===== config.mk =====
export PLATFORM = sky130hd
export DESIGN_NAME = rect_stream
export DESIGN_NICKNAME = d
export VERILOG_FILES = /design/src/rtl/rect_pkg.sv /design/src/rtl/rect_lane.sv /design/src/rtl/rect_stream.sv
export SDC_FILE = /design/constraint.sdc
export NUM_CORES = 1
export LEC_CHECK = 0
export BUFFER_PORTS_ARGS = -buffer_cell sky130_fd_sc_hd__buf_2
export CAP_MARGIN = 30
export CORE_AREA = 2 2 123 101
export CTS_CLUSTER_SIZE = 8
export DETAILED_ROUTE_END_ITERATION = 10
export DIE_AREA = 0 0 125 103
export HOLD_SLACK_MARGIN = 0.02
export MAX_ROUTING_LAYER = met4
export PLACE_DENSITY = 0.75
export SLEW_MARGIN = 5
export SYNTH_ARGS = -nofsm -noshare
export SYNTH_HDL_FRONTEND = slang
export SYNTH_HIERARCHICAL = 1
export SYNTH_SLANG_ARGS = --single-unit

===== constraint.sdc =====
create_clock -name clk -period 2.39 [get_ports clk]
set_clock_uncertainty 0.1 [all_clocks]
set_input_delay 0.478 -clock clk [delete_from_list [all_inputs] [get_ports clk]]
set_output_delay 0.478 -clock clk [all_outputs]
set_load 0.01 [all_outputs]

===== src/rtl/rect_pkg.sv =====
// Shared definitions for the rect_stream rectifier.
//   rect_mode_t : 2-bit per-sample rectification mode.
package rect_pkg;

    typedef enum logic [1:0] {
        RECT_FULL     = 2'd0,  // |x|
        RECT_HALF_POS = 2'd1,  // x if x >= 0, else 0
        RECT_HALF_NEG = 2'd2,  // -x if x < 0, else 0
        RECT_PASS     = 2'd3   // raw bit pattern
    } rect_mode_t;

endpackage


===== src/rtl/rect_lane.sv =====
// Combinational rectifier for one signed sample.
//   data   : signed two's-complement sample
//   mode   : rectification mode
//   result : unsigned rectified magnitude (raw pattern in PASS)
//   sat    : result was clipped from the most-negative input
module rect_lane
    import rect_pkg::*;
#(
    parameter int unsigned N = 16
) (
    input  logic [N-1:0] data,
    input  rect_mode_t   mode,
    output logic [N-1:0] result,
    output logic         sat
);

    localparam logic [N-1:0] MinNeg = {1'b1, {(N-1){1'b0}}};
    localparam logic [N-1:0] MaxPos = {1'b0, {(N-1){1'b1}}};
    localparam logic [N-1:0] One    = {{(N-1){1'b0}}, 1'b1};

    logic         neg;
    logic         is_min;
    logic [N-1:0] mag;

    always_comb begin
        neg    = data[N-1];
        is_min = (data == MinNeg);
        // -(-2^(N-1)) is not representable, so clip it to the largest magnitude
        mag    = neg ? (is_min ? MaxPos : (~data + One)) : data;
        result = '0;
        sat    = 1'b0;
        unique case (mode)
            RECT_FULL: begin
                result = mag;
                sat    = is_min;
            end
            RECT_HALF_POS: begin
                result = neg ? '0 : data;
            end
            RECT_HALF_NEG: begin
                result = neg ? mag : '0;
                sat    = is_min;
            end
            RECT_PASS: begin
                result = data;
            end
        endcase
    end

endmodule


===== src/rtl/rect_stream.sv =====
// Two-stage streaming rectifier with valid/ready on both sides and
// per-channel saturating negative-sample counters.
//   clk, rst                      : clock, synchronous active-high reset
//   in_valid/in_ready/in_data     : input sample handshake, signed data
//   in_ch, mode                   : channel tag and mode, captured with the sample
//   out_valid/out_ready/out_data  : output handshake, unsigned result
//   out_ch, out_sat               : tag and clip flag travelling with the result
//   cnt_sel, cnt_clr, cnt_out     : counter select, clear pulse, registered readback
module rect_stream
    import rect_pkg::*;
#(
    parameter int unsigned N     = 16,
    parameter int unsigned CH    = 4,
    parameter int unsigned CW    = 16,
    localparam int unsigned CW_CH = (CH > 1) ? $clog2(CH) : 1
) (
    input  logic             clk,
    input  logic             rst,
    input  logic             in_valid,
    output logic             in_ready,
    input  logic [N-1:0]     in_data,
    input  logic [CW_CH-1:0] in_ch,
    input  logic [1:0]       mode,
    output logic             out_valid,
    input  logic             out_ready,
    output logic [N-1:0]     out_data,
    output logic [CW_CH-1:0] out_ch,
    output logic             out_sat,
    input  logic [CW_CH-1:0] cnt_sel,
    input  logic             cnt_clr,
    output logic [CW-1:0]    cnt_out
);

    localparam logic [CW-1:0] CntOne = {{(CW-1){1'b0}}, 1'b1};

    function automatic logic [CW_CH-1:0] clamp_ch(input logic [CW_CH-1:0] c);
        return (32'(c) >= CH) ? CW_CH'(CH - 1) : c;
    endfunction

    logic             s1_valid, s2_valid;
    logic [N-1:0]     s1_data, s2_data;
    logic [CW_CH-1:0] s1_ch, s2_ch;
    rect_mode_t       s1_mode;
    logic             s2_sat;

    logic             s1_adv, s2_adv, accept;
    logic [CW_CH-1:0] in_ch_eff, sel_eff;
    logic [N-1:0]     lane_result;
    logic             lane_sat;

    logic [CW-1:0]    cnt_q [CH];
    logic [CW-1:0]    cnt_d [CH];

    rect_lane #(
        .N(N)
    ) u_lane (
        .data  (s1_data),
        .mode  (s1_mode),
        .result(lane_result),
        .sat   (lane_sat)
    );

    always_comb begin
        s2_adv    = !s2_valid || out_ready;
        s1_adv    = !s1_valid || s2_adv;
        in_ready  = !rst && s1_adv;
        accept    = in_valid && in_ready;
        in_ch_eff = clamp_ch(in_ch);
        sel_eff   = clamp_ch(cnt_sel);
    end

    // Clear wins over the old value, but a same-cycle increment still lands on top of it.
    always_comb begin
        for (int i = 0; i < CH; i++) begin
            cnt_d[i] = cnt_q[i];
            if (cnt_clr && (sel_eff == CW_CH'(i))) begin
                cnt_d[i] = (accept && in_data[N-1] && (in_ch_eff == CW_CH'(i))) ? CntOne : '0;
            end else if (accept && in_data[N-1] && (in_ch_eff == CW_CH'(i))
                         && (cnt_q[i] != '1)) begin
                cnt_d[i] = cnt_q[i] + CntOne;
            end
        end
    end

    always_ff @(posedge clk) begin
        if (rst) begin
            s1_valid <= 1'b0;
            s2_valid <= 1'b0;
            s1_data  <= '0;
            s1_ch    <= '0;
            s1_mode  <= RECT_FULL;
            s2_data  <= '0;
            s2_ch    <= '0;
            s2_sat   <= 1'b0;
            cnt_out  <= '0;
            for (int i = 0; i < CH; i++) begin
                cnt_q[i] <= '0;
            end
        end else begin
            if (s1_adv) begin
                s1_valid <= accept;
                if (accept) begin
                    s1_data <= in_data;
                    s1_ch   <= in_ch_eff;
                    s1_mode <= rect_mode_t'(mode);
                end
            end
            // S2 only reloads while not stalled, so outputs hold under backpressure
            if (s2_adv) begin
                s2_valid <= s1_valid;
                if (s1_valid) begin
                    s2_data <= lane_result;
                    s2_ch   <= s1_ch;
                    s2_sat  <= lane_sat;
                end
            end
            for (int i = 0; i < CH; i++) begin
                cnt_q[i] <= cnt_d[i];
            end
            cnt_out <= cnt_q[sel_eff];
        end
    end

    assign out_valid = s2_valid;
    assign out_data  = s2_data;
    assign out_ch    = s2_ch;
    assign out_sat   = s2_sat;

endmodule

==> summary.md <==
The logs give 717 for the number of instances in the synthesized netlist and 7.8% for the combinational cell fraction of total power. The synthesized design contains 121 register bits. The flow ran to the end, and the final reports show no timing, DRC or antenna violations.

Worst endpoint required time: 2.63 ns. The number of placed instances, taps included, is 940. For this design the top-level I/O count stands at 64. Once layout is complete, the cells apart from fillers number 972. Setup violations remaining at the end of the flow were counted as 0. Total grt overflow: 0. The run gives 0 as the number of slew-limit violations in the final report. In this run switching power makes up 22.7% of total power. The sequential standard cell area is 0.00242 mm2. The largest fanout on the critical path came out at 9.

The number of cells on the worst reg-to-reg path is 6. The post-route netlist has 21.1% of its cells at a drive strength greater than 1. The adder-cell share of the synthesized area was 1.03%; the clock latency at the later pin of the worst-skew pair was 0.42 ns. In the routed design, unresolved DRC markers number 0. At the end of the flow, the number of nets in the layout was 839. A synthesized cell averages 8.45 um2. The wire-length estimate of the detail-placed layout is 11.8 mm. The beginning of the critical path is s1_data[6]$_SDFFE_PP0P_.

The tools report the unique cell type count in the Yosys netlist as 59. Of all cell types, the one taking the most synthesized area is sky130_fd_sc_hd__dfxtp_1. Routability-driven placement congestion ratio: 0.974.

The first global-routing pass estimated 26.6 mm of wire. The path class of the tightest hold or removal check is primary input to register. The post-route clock period utilization is 95.5%.

The die outline width came out at 125 um. The leading cell type in the layout, fill and taps excluded is sky130_fd_sc_hd__dfxtp_1. For the share of power burned in the clock network, the log shows 53.1%.

By area, the combinational part of the netlist is dominated by simple AND/OR/NAND/NOR gates. Setup repair after global routing left no endpoint under its margin. The Yosys step of the flow raised 6 warnings.

Summing all multi-input logic gate instances after layout gives 0.00344 mm2. The run gives 5738 as the total number of vias. The run gives 0.152 ns as the worst hold margin. The tools report the violation count after the first detailed-route iteration as 740. Sorting the synthesized cells by area gives the leading types as sky130_fd_sc_hd__dfxtp_1 40%, sky130_fd_sc_hd__mux4_2 5.9%, sky130_fd_sc_hd__nand2_1 5.8%.

The region available for standard cell placement spans 0.0118 mm2. For the final hold violation count, the log shows 0. TritonCTS built the clock tree.

The relative max-transition margin came out at 54.2%. Counting flops with a built-in enable in the synthesized netlist gives 0. Measured against the total synthesized area, the mux share comes to 6.63%. Summing the sequential cell areas from Yosys gives 40.0% of the chip area. The run gives 121 as the CTS sink count. In this run the clock root is driven by a sky130_fd_sc_hd__clkbuf_16. In this run the post-CTS setup repair buffer count came out at 0. The number of standard-cell rows in the floorplan came out at 36. The synthesized netlist devotes 6.65% of its cell area to XOR and XNOR gates. The largest net degree at the start of global routing was 67. The number of clock buffers added by TritonCTS is 17. The critical path is of the register to register type. The share of async-settable or async-resettable flops after synthesis was 0%. The most critical setup path has its endpoint at out_data[1]$_SDFFE_PP0P_.

In the layout the commonest cells are 121 x sky130_fd_sc_hd__dfxtp_1, 93 x sky130_fd_sc_hd__nand2_1, 71 x sky130_fd_sc_hd__nor2_1, 63 x sky130_fd_sc_hd__buf_2, 47 x sky130_fd_sc_hd__buf_4. The critical path capture point type was a register. Number of nets with antenna violations after routing: 0. The count of input and output buffers is 63. The number of iterations in the first detailed-routing pass is 5. Summing the areas of all compound-gate instances in the mapped netlist gives 11.7% of the synthesized area. The arrival time of data at the critical path endpoint was 2.52 ns; the proportion of power drawn by flip-flops and latches was 39.2%.

The run gives 0 as the number of diodes. The worst-case IR drop observed on VDD is 0.575 mV. The number of levels the H-tree was split into is 4, and the cell area after technology mapping is 0.00606 mm2. The tools report the deepest clock path buffer count as 2. The fill cell total of the finished layout is 1023, and the floorplan die height is 103 um.

The synthesized-area fraction occupied by and/or/nand/nor cells was 30.4%; the delay of the slowest cell on the worst path was 0.61 ns. The power density of the placed cells was 719 mW/mm2. For the initial antenna violation count, the log shows 0.

The reg-to-reg critical path startpoint is s1_data[6]$_SDFFE_PP0P_. Cells fill 62.9% of the core in the end. After detailed routing, the average wire length per cell comes to 17.0 um. The via count of the first global-routing pass was 5194; the max-capacitance violation count was 0. The total nets after synthesis was 749; the final period demand of the worst path was 2.28 ns. For this configuration, the core starts out at a cell density of 51.3%. In this run the static leakage power is 0.00274 uW. The actual slew at the worst max-slew pin works out to 0.686 ns. Traced cell by cell, the critical path runs through or4_4 > or4_4 > nor2b_1 > o22ai_1 > nand2_1 > a21oi_1. For the timing-limited maximum frequency, the log shows 438 MHz. Total global-route track usage: 27.3%. The signed area change from the synthesized netlist to the final layout is 22.6%. Most prevalent standard cell on the critical path: sky130_fd_sc_hd__or4_4. The tools report the capturing point of the worst reg2reg path as out_data[1]$_SDFFE_PP0P_. Wires add up to 16.5 mm. The most frequently used flop master after synthesis was sky130_fd_sc_hd__dfxtp_1. The setup check on the worst reg-to-reg path leaves a slack of 0.11 ns.

The category of the worst setup path launch point was a register. The run gives 0.0129 mm2 as the die area. The critical path's slowest cell was sky130_fd_sc_hd__or4_4. Clock-pin slew was measured on the worst setup and hold paths at 0.06 ns.

The analysis attributes to net switching a power of 1210 uW. The per-cell via count in the routed design works out to 5.90. Summed over its instances, the top area cell type makes up 40.0% of the synthesized netlist area. The internal power came out at 4120 uW.
worst min-delay path by stage:
stage	startpoint	to	slack, ns	cells after the start
after floorplan	s1_ch[0]$_SDFFE_PP0P_	out_ch[0]$_SDFFE_PP0P_	0.33	2
after global placement	out_data[13]$_SDFFE_PP0P_	out_data[13]$_SDFFE_PP0P_	0.34	2
after detailed placement	out_ch[0]$_SDFFE_PP0P_	out_ch[0]$_SDFFE_PP0P_	0.35	2
after CTS	in_data[11]	s1_data[11]$_SDFFE_PP0P_	0.14	3
after global routing	in_data[4]	s1_data[4]$_SDFFE_PP0P_	0.16	3
final	in_data[13]	s1_data[13]$_SDFFE_PP0P_	0.15	3
repair_timing:
| action | 4_1_cts | 5_1_grt |
|---|---|---|
| setup endpoints to repair | 0 | 12 |
| gates resized for setup | 0 | 4 |
| hold buffers | 0 | 0 |
per-stage QoR:
stage,setup slack [ns],setup TNS (ns),power (uW),area (um2)
finish,0.107,0,5340,7420
detailed placement,-0.157,-0.905,2530,6760
global placement,-0.0567,-0.182,2520,6760
CTS,0.0252,0,5360,7410
floorplan,0.0114,0,2380,6060
global route,0.00880,0,5500,7420
final cells by class:
type                            count  share of cell area [%]
Sequential cell                   121                    32.6
Clock buffer                       20                    6.15
Multi-Input combinational cell    544                    46.3
Timing Repair Buffer              110                    9.00
Inverter                           13                   0.674
Tap cell                          152                    2.56
Clock inverter                     12                    2.65
kinds of logic (layout without fill, tap and decap cells):
family | after synthesis | after routing
compound gates | 115 | 115
simple gates | 358 | 358
flops | 121 | 121
xor+xnor | 46 | 46
mux | 20 | 20
buf+inv | 52 | 155
fa+ha+maj | 5 | 5
per-layer routing:
metal  up-vias  part of all wire, %  track usage, %
met4         0                  1.5            8.55
li1       2752                    -               -
met1      2704                   47            37.5
met5         -                    0               -
met2       245                   42            38.1
met3        37                  9.3            8.82
power groups by stage:
stage | registers, uW | clock network [uW] | logic [uW]
detailed placement | 2130 | 0 | 399
finish | 2090 | 2830 | 414
global placement | 2130 | 0 | 390
CTS | 2090 | 2870 | 406
floorplan | 2140 | 0 | 244
global route | 2090 | 2950 | 459
cells in the mapped netlist, types with 3 or more instances:
library cell	number
sky130_fd_sc_hd__nor4_1	22
sky130_fd_sc_hd__nand2b_1	25
sky130_fd_sc_hd__nand3b_1	3
sky130_fd_sc_hd__a211oi_1	7
sky130_fd_sc_hd__nor2b_1	18
sky130_fd_sc_hd__o41ai_1	5
sky130_fd_sc_hd__nand4_1	24
sky130_fd_sc_hd__xnor2_1	36
sky130_fd_sc_hd__nor3b_1	5
sky130_fd_sc_hd__nand3_1	29
sky130_fd_sc_hd__nand2_1	93
sky130_fd_sc_hd__and4_1	10
sky130_fd_sc_hd__clkbuf_1	34
sky130_fd_sc_hd__dfxtp_1	121
sky130_fd_sc_hd__inv_1	12
sky130_fd_sc_hd__mux4_2	16
sky130_fd_sc_hd__nor3_1	17
sky130_fd_sc_hd__ha_1	5
sky130_fd_sc_hd__or2_2	5
sky130_fd_sc_hd__buf_2	3
sky130_fd_sc_hd__o22a_1	3
sky130_fd_sc_hd__nor2_1	72
sky130_fd_sc_hd__and2_1	4
sky130_fd_sc_hd__and3_1	6
sky130_fd_sc_hd__o21ai_0	32
sky130_fd_sc_hd__mux2i_1	3
sky130_fd_sc_hd__or4_1	6
sky130_fd_sc_hd__a21oi_1	41
sky130_fd_sc_hd__or3_1	9
sky130_fd_sc_hd__xor2_1	10
registers in the layout (all words and copies together), names as in the netlist:
register,flops
out_valid,1
cnt_q,64
cnt_out,16
out_sat,1
s1_mode,2
s1_ch,2
s1_data,16
out_data,16
s1_valid,1
out_ch,2
worst max-delay path: cells and delay by family (launching register included):
kind               cells  cell delay, ns
DFF                    1            0.31
and+or+nand+nor        4            1.41
AOI/OAI and AO/OA      2            0.40
No activity file was read; power rests on OpenSTA's default activity.
